**src/rtl/ddr_link_pkg.sv**
```systemverilog
// Shared types and width helpers for the downstream DDR link receiver.
package ddr_link_pkg;

  localparam int DEF_CHANNEL_WIDTH = 8;
  localparam int DEF_NUM_CHANNELS  = 2;

  function automatic int beat_width(input int cw, input int nc);
    return cw * nc;
  endfunction

  localparam int BEAT_W = beat_width(DEF_CHANNEL_WIDTH, DEF_NUM_CHANNELS);
  localparam int WORD_W = 2 * BEAT_W;

  typedef enum logic {
    RX_LOW  = 1'b0,
    RX_HIGH = 1'b1
  } rx_phase_e;

  typedef enum logic [1:0] {
    ERR_NONE  = 2'd0,
    ERR_PROTO = 2'd1,
    ERR_OVF   = 2'd2
  } err_cause_e;

endpackage

```
**src/rtl/ddr_link_downstream_rx_if.sv**
```systemverilog
// Link-side beats plus core-side valid/ready word stream of the downstream receiver.
// err_count_o exists only when DDR_LINK_RX_ERR_COUNT_EN is defined.
interface ddr_link_downstream_rx_if
  import ddr_link_pkg::*;
#(
  parameter int CHANNEL_WIDTH = DEF_CHANNEL_WIDTH,
  parameter int NUM_CHANNELS  = DEF_NUM_CHANNELS,
  parameter int LG_FIFO_DEPTH = 3
);
  localparam int BW = beat_width(CHANNEL_WIDTH, NUM_CHANNELS);

  logic [NUM_CHANNELS-1:0]  io_valid_i;
  logic [BW-1:0]            io_data_i;
  logic                     core_valid_o;
  logic [2*BW-1:0]          core_data_o;
  logic                     core_ready_i;
  logic                     token_clk_o;
  logic                     err_o;
  logic [LG_FIFO_DEPTH:0]   fifo_count_o;
`ifdef DDR_LINK_RX_ERR_COUNT_EN
  logic [7:0]               err_count_o;
`endif

  modport master (
    output io_valid_i, io_data_i, core_ready_i,
    input  core_valid_o, core_data_o, token_clk_o, err_o, fifo_count_o
`ifdef DDR_LINK_RX_ERR_COUNT_EN
    , input err_count_o
`endif
  );

  modport slave (
    input  io_valid_i, io_data_i, core_ready_i,
    output core_valid_o, core_data_o, token_clk_o, err_o, fifo_count_o
`ifdef DDR_LINK_RX_ERR_COUNT_EN
    , output err_count_o
`endif
  );

endinterface

```
**src/rtl/ddr_link_rx_fifo.sv**
```systemverilog
// Register-array FIFO with wrapping pointers; head is the entry at the read pointer.
module ddr_link_rx_fifo #(
  parameter int WIDTH    = 32,
  parameter int LG_DEPTH = 3
) (
  input  logic                clk,
  input  logic                rst,
  input  logic                push_i,
  input  logic [WIDTH-1:0]    data_i,
  input  logic                pop_i,
  output logic [WIDTH-1:0]    head_o,
  output logic [LG_DEPTH:0]   count_o,
  output logic                full_o,
  output logic                empty_o
);
  localparam int DEPTH = 1 << LG_DEPTH;

  logic [WIDTH-1:0]    mem_reg [DEPTH];
  logic [LG_DEPTH-1:0] wr_ptr_reg, rd_ptr_reg;
  logic [LG_DEPTH:0]   count_reg;
  logic                do_push, do_pop;

  assign empty_o = (count_reg == '0);
  assign full_o  = (count_reg == (LG_DEPTH+1)'(DEPTH));
  assign do_pop  = pop_i & ~empty_o;
  // A full FIFO still accepts a push when the head leaves on the same edge.
  assign do_push = push_i & (~full_o | do_pop);

  // Entries are cleared so the head reads zero after reset until the first write.
  for (genvar gi = 0; gi < DEPTH; gi++) begin : g_mem
    always_ff @(posedge clk) begin
      if (rst) begin
        mem_reg[gi] <= '0;
      end else if (do_push && wr_ptr_reg == LG_DEPTH'(gi)) begin
        mem_reg[gi] <= data_i;
      end
    end
  end

  always_ff @(posedge clk) begin
    if (rst) begin
      wr_ptr_reg <= '0;
      rd_ptr_reg <= '0;
      count_reg  <= '0;
    end else begin
      if (do_push) wr_ptr_reg <= wr_ptr_reg + LG_DEPTH'(1);
      if (do_pop)  rd_ptr_reg <= rd_ptr_reg + LG_DEPTH'(1);
      case ({do_push, do_pop})
        2'b10:   count_reg <= count_reg + (LG_DEPTH+1)'(1);
        2'b01:   count_reg <= count_reg - (LG_DEPTH+1)'(1);
        default: count_reg <= count_reg;
      endcase
    end
  end

  assign head_o  = mem_reg[rd_ptr_reg];
  assign count_o = count_reg;

endmodule

```
**src/rtl/ddr_link_downstream_rx.sv**
```systemverilog
// DDR link receiver: pairs beats into words, buffers them, returns credits as a toggle line.
// Optional saturating error counter enabled by DDR_LINK_RX_ERR_COUNT_EN.
module ddr_link_downstream_rx
  import ddr_link_pkg::*;
#(
  parameter int CHANNEL_WIDTH    = DEF_CHANNEL_WIDTH,
  parameter int NUM_CHANNELS     = DEF_NUM_CHANNELS,
  parameter int LG_FIFO_DEPTH    = 3,
  parameter int TOKEN_DECIMATION = 4
) (
  input logic clk,
  input logic rst,
  ddr_link_downstream_rx_if.slave bus
);
  localparam int BW = beat_width(CHANNEL_WIDTH, NUM_CHANNELS);
  localparam int WW = 2 * BW;

  rx_phase_e              state_reg, state_next;
  logic [BW-1:0]          low_reg;
  logic                   all_valid, partial_valid;
  logic                   low_load, push, proto_err, overflow, pop;
  err_cause_e             err_cause;
  logic                   err_reg, token_reg;
  logic [WW-1:0]          head;
  logic [LG_FIFO_DEPTH:0] count;
  logic                   full, empty;

  assign all_valid     = &bus.io_valid_i;
  assign partial_valid = (|bus.io_valid_i) & ~all_valid;

  always_ff @(posedge clk) begin
    if (rst) begin
      state_reg <= RX_LOW;
      low_reg   <= '0;
    end else begin
      state_reg <= state_next;
      if (low_load) low_reg <= bus.io_data_i;
    end
  end

  always_comb begin
    state_next = state_reg;
    low_load   = 1'b0;
    push       = 1'b0;
    proto_err  = 1'b0;
    if (partial_valid) begin
      proto_err  = 1'b1;
      state_next = RX_LOW;
    end else begin
      case (state_reg)
        RX_LOW: begin
          if (all_valid) begin
            low_load   = 1'b1;
            state_next = RX_HIGH;
          end
        end
        RX_HIGH: begin
          // A missing second beat abandons the half-built word.
          if (all_valid) push = 1'b1;
          else           proto_err = 1'b1;
          state_next = RX_LOW;
        end
        default: state_next = RX_LOW;
      endcase
    end
  end

  ddr_link_rx_fifo #(
    .WIDTH    (WW),
    .LG_DEPTH (LG_FIFO_DEPTH)
  ) u_fifo (
    .clk     (clk),
    .rst     (rst),
    .push_i  (push),
    .data_i  ({bus.io_data_i, low_reg}),
    .pop_i   (pop),
    .head_o  (head),
    .count_o (count),
    .full_o  (full),
    .empty_o (empty)
  );

  assign pop      = ~empty & bus.core_ready_i;
  assign overflow = push & full & ~pop;

  always_comb begin
    err_cause = ERR_NONE;
    if (proto_err)     err_cause = ERR_PROTO;
    else if (overflow) err_cause = ERR_OVF;
  end

  always_ff @(posedge clk) begin
    if (rst)                        err_reg <= 1'b0;
    else if (err_cause != ERR_NONE) err_reg <= 1'b1;
  end

  // One credit toggle per TOKEN_DECIMATION pops.
  if (TOKEN_DECIMATION == 1) begin : g_tok_every
    always_ff @(posedge clk) begin
      if (rst)      token_reg <= 1'b0;
      else if (pop) token_reg <= ~token_reg;
    end
  end else begin : g_tok_div
    localparam int TL = $clog2(TOKEN_DECIMATION);
    logic [TL-1:0] tok_cnt_reg;
    always_ff @(posedge clk) begin
      if (rst) begin
        tok_cnt_reg <= '0;
        token_reg   <= 1'b0;
      end else if (pop) begin
        tok_cnt_reg <= tok_cnt_reg + TL'(1);
        if (tok_cnt_reg == '1) token_reg <= ~token_reg;
      end
    end
  end

`ifdef DDR_LINK_RX_ERR_COUNT_EN
  logic [7:0] err_cnt_reg;
  always_ff @(posedge clk) begin
    if (rst)
      err_cnt_reg <= '0;
    else if (err_cause != ERR_NONE && err_cnt_reg != 8'hFF)
      err_cnt_reg <= err_cnt_reg + 8'd1;
  end
  assign bus.err_count_o = err_cnt_reg;
`endif

  assign bus.core_valid_o = ~empty;
  assign bus.core_data_o  = head;
  assign bus.fifo_count_o = count;
  assign bus.err_o        = err_reg;
  assign bus.token_clk_o  = token_reg;

endmodule

```
**src/flat_wrapper.sv**
```systemverilog
// flat-port wrapper written by rule: the top's interface ports become plain ports
module ddr_link_downstream_rx_flat import ddr_link_pkg::*;
#(
  parameter int CHANNEL_WIDTH    = DEF_CHANNEL_WIDTH,
  parameter int NUM_CHANNELS     = DEF_NUM_CHANNELS,
  parameter int LG_FIFO_DEPTH    = 3,
  parameter int TOKEN_DECIMATION = 4
)
  (clk, rst, bus_io_valid_i, bus_io_data_i, bus_core_ready_i, bus_core_valid_o, bus_core_data_o, bus_token_clk_o, bus_err_o, bus_fifo_count_o);
  ddr_link_downstream_rx_if #(.CHANNEL_WIDTH(CHANNEL_WIDTH), .NUM_CHANNELS(NUM_CHANNELS), .LG_FIFO_DEPTH(LG_FIFO_DEPTH)) bus_i ();
  input logic clk;
  input logic rst;
  input wire logic [$bits(bus_i.io_valid_i)-1:0] bus_io_valid_i;
  input wire logic [$bits(bus_i.io_data_i)-1:0] bus_io_data_i;
  input wire logic [$bits(bus_i.core_ready_i)-1:0] bus_core_ready_i;
  output wire logic [$bits(bus_i.core_valid_o)-1:0] bus_core_valid_o;
  output wire logic [$bits(bus_i.core_data_o)-1:0] bus_core_data_o;
  output wire logic [$bits(bus_i.token_clk_o)-1:0] bus_token_clk_o;
  output wire logic [$bits(bus_i.err_o)-1:0] bus_err_o;
  output wire logic [$bits(bus_i.fifo_count_o)-1:0] bus_fifo_count_o;
  assign bus_i.io_valid_i = bus_io_valid_i;
  assign bus_i.io_data_i = bus_io_data_i;
  assign bus_i.core_ready_i = bus_core_ready_i;
  assign bus_core_valid_o = bus_i.core_valid_o;
  assign bus_core_data_o = bus_i.core_data_o;
  assign bus_token_clk_o = bus_i.token_clk_o;
  assign bus_err_o = bus_i.err_o;
  assign bus_fifo_count_o = bus_i.fifo_count_o;
  ddr_link_downstream_rx #(.CHANNEL_WIDTH(CHANNEL_WIDTH), .NUM_CHANNELS(NUM_CHANNELS), .LG_FIFO_DEPTH(LG_FIFO_DEPTH), .TOKEN_DECIMATION(TOKEN_DECIMATION)) u_core (.clk(clk), .rst(rst), .bus(bus_i));
endmodule
```
**config.mk**
```make
export PLATFORM = sky130hd
export DESIGN_NAME = ddr_link_downstream_rx_flat
export DESIGN_NICKNAME = d
export VERILOG_FILES = /design/src/rtl/ddr_link_pkg.sv /design/src/rtl/ddr_link_downstream_rx_if.sv /design/src/rtl/ddr_link_rx_fifo.sv /design/src/rtl/ddr_link_downstream_rx.sv /design/src/flat_wrapper.sv
export SDC_FILE = /design/constraint.sdc
export NUM_CORES = 1
export LEC_CHECK = 0
export CAP_MARGIN = 20
export CELL_PAD_IN_SITES_DETAIL_PLACEMENT = 1
export CELL_PAD_IN_SITES_GLOBAL_PLACEMENT = 2
export CORE_AREA = 2 2 184 186
export CTS_BUF_LIST = sky130_fd_sc_hd__clkbuf_8 sky130_fd_sc_hd__clkbuf_16
export CTS_CLUSTER_DIAMETER = 30
export CTS_CLUSTER_SIZE = 10
export DETAILED_ROUTE_END_ITERATION = 8
export DIE_AREA = 0 0 186 188
export PLACE_DENSITY_LB_ADDON = 0.12
export SLEW_MARGIN = 40
export SYNTH_ARGS = -nofsm -noshare
export SYNTH_HDL_FRONTEND = slang
export SYNTH_SLANG_ARGS = --single-unit
```
**constraint.sdc**
```tcl
create_clock -name clk -period 2.8 [get_ports clk]
set_clock_uncertainty 0.2 [all_clocks]
set_input_delay 0.28 -clock clk [delete_from_list [all_inputs] [get_ports clk]]
set_output_delay 0.28 -clock clk [all_outputs]
set_load 0.005 [all_outputs]
```
==> summary.txt <==
Run status
  – Status: completed

STA
  – Rel. slew slack: 0.628
  – Worst hold margin: between 40 and 50 ps
  – Hold Vio Cnt, Final: 0
  – Tcrit/Tclk final: 0.992
  – Fin. max-slew vios: 0
  – Least-Margin Pin Slew: approximately 560 ps
  – # setup viols final: 0
  – Min Tclk post-route: 2780 ps
  – Unrepaired setup endpoints after global routing: yes
  – Max Fclk: 0.360 GHz

Clocking
  – TritonCTS clock tree: done
  – Worst skew pair latency: ~550 ps
  – CTS clk-pin slew, worst paths: 50 ps
  – Clock buffer depth: 3
  – Hold buffers post-CTS: 0
  – CTS root buffer: clkbuf_16
  – H-tree depth: 3
  – Total CTS buffers: 67
  – Num Clock Sinks: 290

Logic synthesis
  – EDFF count, synth: 256
  – #FFs+latches synth: slightly below 300
  – Seq/Total Area, Yosys: 0.661
  – Post-Syn Area: 0.0127 sq mm
  – Area leader, netlist: edfxtp_1
  – Synthesized Nets: 946
  – Synth Flop Type: edfxtp_1
  – Synth warn: 0
  – Synth Instances: 914
  – Top area cells in the synthesized netlist: edfxtp_1 61%, mux4_2 11%, nor2_1 6.1%
  – Syn avg cell area: 13.8 sq um
  – Synth async-reset ratio: 0
  – Synth cell types: 38
  – Yosys top cell area share: 0.607

Layout
  – Max FFs per register: 256
  – Area Growth Syn to Fin: 33.1%
  – Antenna diode instance count: 0
  – # fillers: ~3200
  – Nets: 1083
  – Final core occ: 0.509
  – Share of cells above drive strength 1: 0.280
  – Post-route insts no fill: roughly 1500

Power
  – Worst VDD drop: between 500 and 600 uV
  – P_int: around 11 mW
  – Combinational group share of total power: 0.133
  – Switching share of power: 0.225
  – Clock share of power: 0.519
  – Sequential fraction of design power: 0.348
  – Power density of the placed cells: 847 mW/mm^2
  – Leak: between 6 and 7 nW
  – Switch Pwr: 3.21 mW
  – Final total power: 14.3 mW

GRT
  – First-pass GRT wire length: between 50000 and 60000 microns
  – GRT overflow: 0
  – Vias in the first global route: a little over 9000
  – GR Util All Layers: 0.229
  – Initial antenna violation count: 0
  – Largest net degree at the start of global routing: 43

Place
  – Dpl cells: roughly 1400
  – GP Congestion: roughly 0.74
  – Detail Placement HPWL: roughly 21000 microns
  – I/O Buffers: 59

Critical path
  – Worst path arrival time: roughly 2300 ps
  – Crit. End Element: primary output
  – WS Path Type: flip-flop to primary output
  – CP Max Fanout: 6
  – Startpoint Class: flip-flop
  – R2R Setup Slk: approximately 420 ps
  – WP data required: about 2300 ps

Detailed routing
  – Final ANT Viol Nets: 0
  – Routed len/inst: about 25 microns
  – Vias: 8392
  – Final WL: roughly 38000 microns
  – DRC Markers: 0
  – Met3 wire length: 2510 microns
  – Iteration-0 DRC Markers: 645
  – Metal2 WL: between 15000 and 20000 microns
  – Vias per inst: ~5.4
  – First-pass DRT Iterations: 5
  – Max Used Layer: met4
  – Met1 wire length: roughly 16000 microns

Floorplan
  – Core area: ~0.033 sq mm
  – Row count: 67
  – Die area: between 0.03 and 0.04 sq mm
  – DIE WIDTH: about 190 microns
  – Starting Density: 0.382
  – Ports: 60
  – Die Ht: approximately 190 microns

Flow run
  – Max Cap Viol: 0

Worst hold path
  – Worst min path class: input port to flip-flop
-- final timing paths --
check / cells after the start / from / endpoint
worst min-delay path: 2 / rst / u_core.low_reg[6]
worst max-delay path: 7 / flip-flop / bus_core_data_o[10]
worst max register to register: 7 / u_core.u_fifo.count_o[0] / u_core.u_fifo.count_o[2]
worst min register to register: 2 / u_core.g_tok_div.tok_cnt_reg[1] / u_core.g_tok_div.tok_cnt_reg[1]
-- timing repair --
| item | in CTS | in global routing |
|---|---|---|
| setup endpoints to repair | 32 | 29 |
| hold endpoints to repair | 0 | 0 |
| gates cloned | 7 | 0 |
| setup buffers | 32 | 4 |
| resized for setup | 141 | 21 |
| pin swaps | 0 | 0 |
-- cell usage after synthesis (3+ instances only) --
cell type and number:
a211oi_1 4, a21o_1 5, a21oi_1 20, a31o_2 3
and3_1 64, buf_2 10, clkbuf_1 57, dfxtp_1 34
edfxtp_1 256, ha_1 11, inv_1 4, mux2_2 32
mux4_2 64, nand2_1 104, nand2b_1 3, nand3_1 4
nor2_1 206, nor2b_1 4, xor2_1 5
-- power by group through the flow --
stage               combinational [mW]  sequential (mW)  clock (mW)
detailed placement                1.37             5.04           0
CTS                               2.01             4.97        7.50
global placement                  1.37             5.03           0
global route                      2.02             4.98        7.73
finish                            1.89             4.97        7.41
floorplan                        0.813             5.00           0
-- cells by family after synthesis --
kind of cell             synth area share
multiplexers                        0.146
adder cells (fa/ha/maj)            0.0109
AO/OA/AOI/OAI                      0.0223
flip-flops                          0.661
buffers and inverters              0.0235
XOR/XNOR                          0.00415
AND/OR/NAND/NOR                     0.132
-- critical path, stage by stage (launching register included) --
cell and delay (ps):
dfxtp_4 360, buf_12 150, buf_12 130, buf_12 130, buf_12 100, mux4_2 470, mux2_4 300, buf_6 120
-- area by class of cell --
class | instances | area (sq um) | share of cell area
Tap cell | 448 | 561 | 0.0333
Sequential cell | 290 | 8370 | 0.497
Inverter | 5 | 18.8 | 0.00111
Clock buffer | 71 | 1750 | 0.104
Multi-Input combinational cell | 550 | 4090 | 0.243
Timing Repair Buffer | 137 | 1660 | 0.0985
Clock inverter | 46 | 397 | 0.0235
-- metal layers --
layer | vias to the layer above | global-route usage
met2 | 293 | 0.377
li1 | 3646 | -
met4 | 0 | 0.0672
met5 | - | 0
met1 | 4393 | 0.308
met3 | 60 | 0.0429
-- cell usage in the layout (no fill, tap or decap), drive strengths merged, types with 27 or more instances in the layout --
cell / n
edfxtp: 256
nor2: 206
nand2: 104
buf: 97
clkbuf: 75
mux4: 64
and3: 64
dfxtp: 34
mux2: 34
clkinv: 27
-- per-stage QoR --
step           setup TNS, ps  setup slack (ps)  area [sq um]
2_1_floorplan              0               126         12700
3_3_place_gp               0               131         14100
3_5_place_dp               0              86.3         14100
4_1_cts                -1030             -82.5         17000
5_1_grt                 -369             -47.4         16900
6_report                   0              22.8         16900
(Power assumes the default switching activity.)
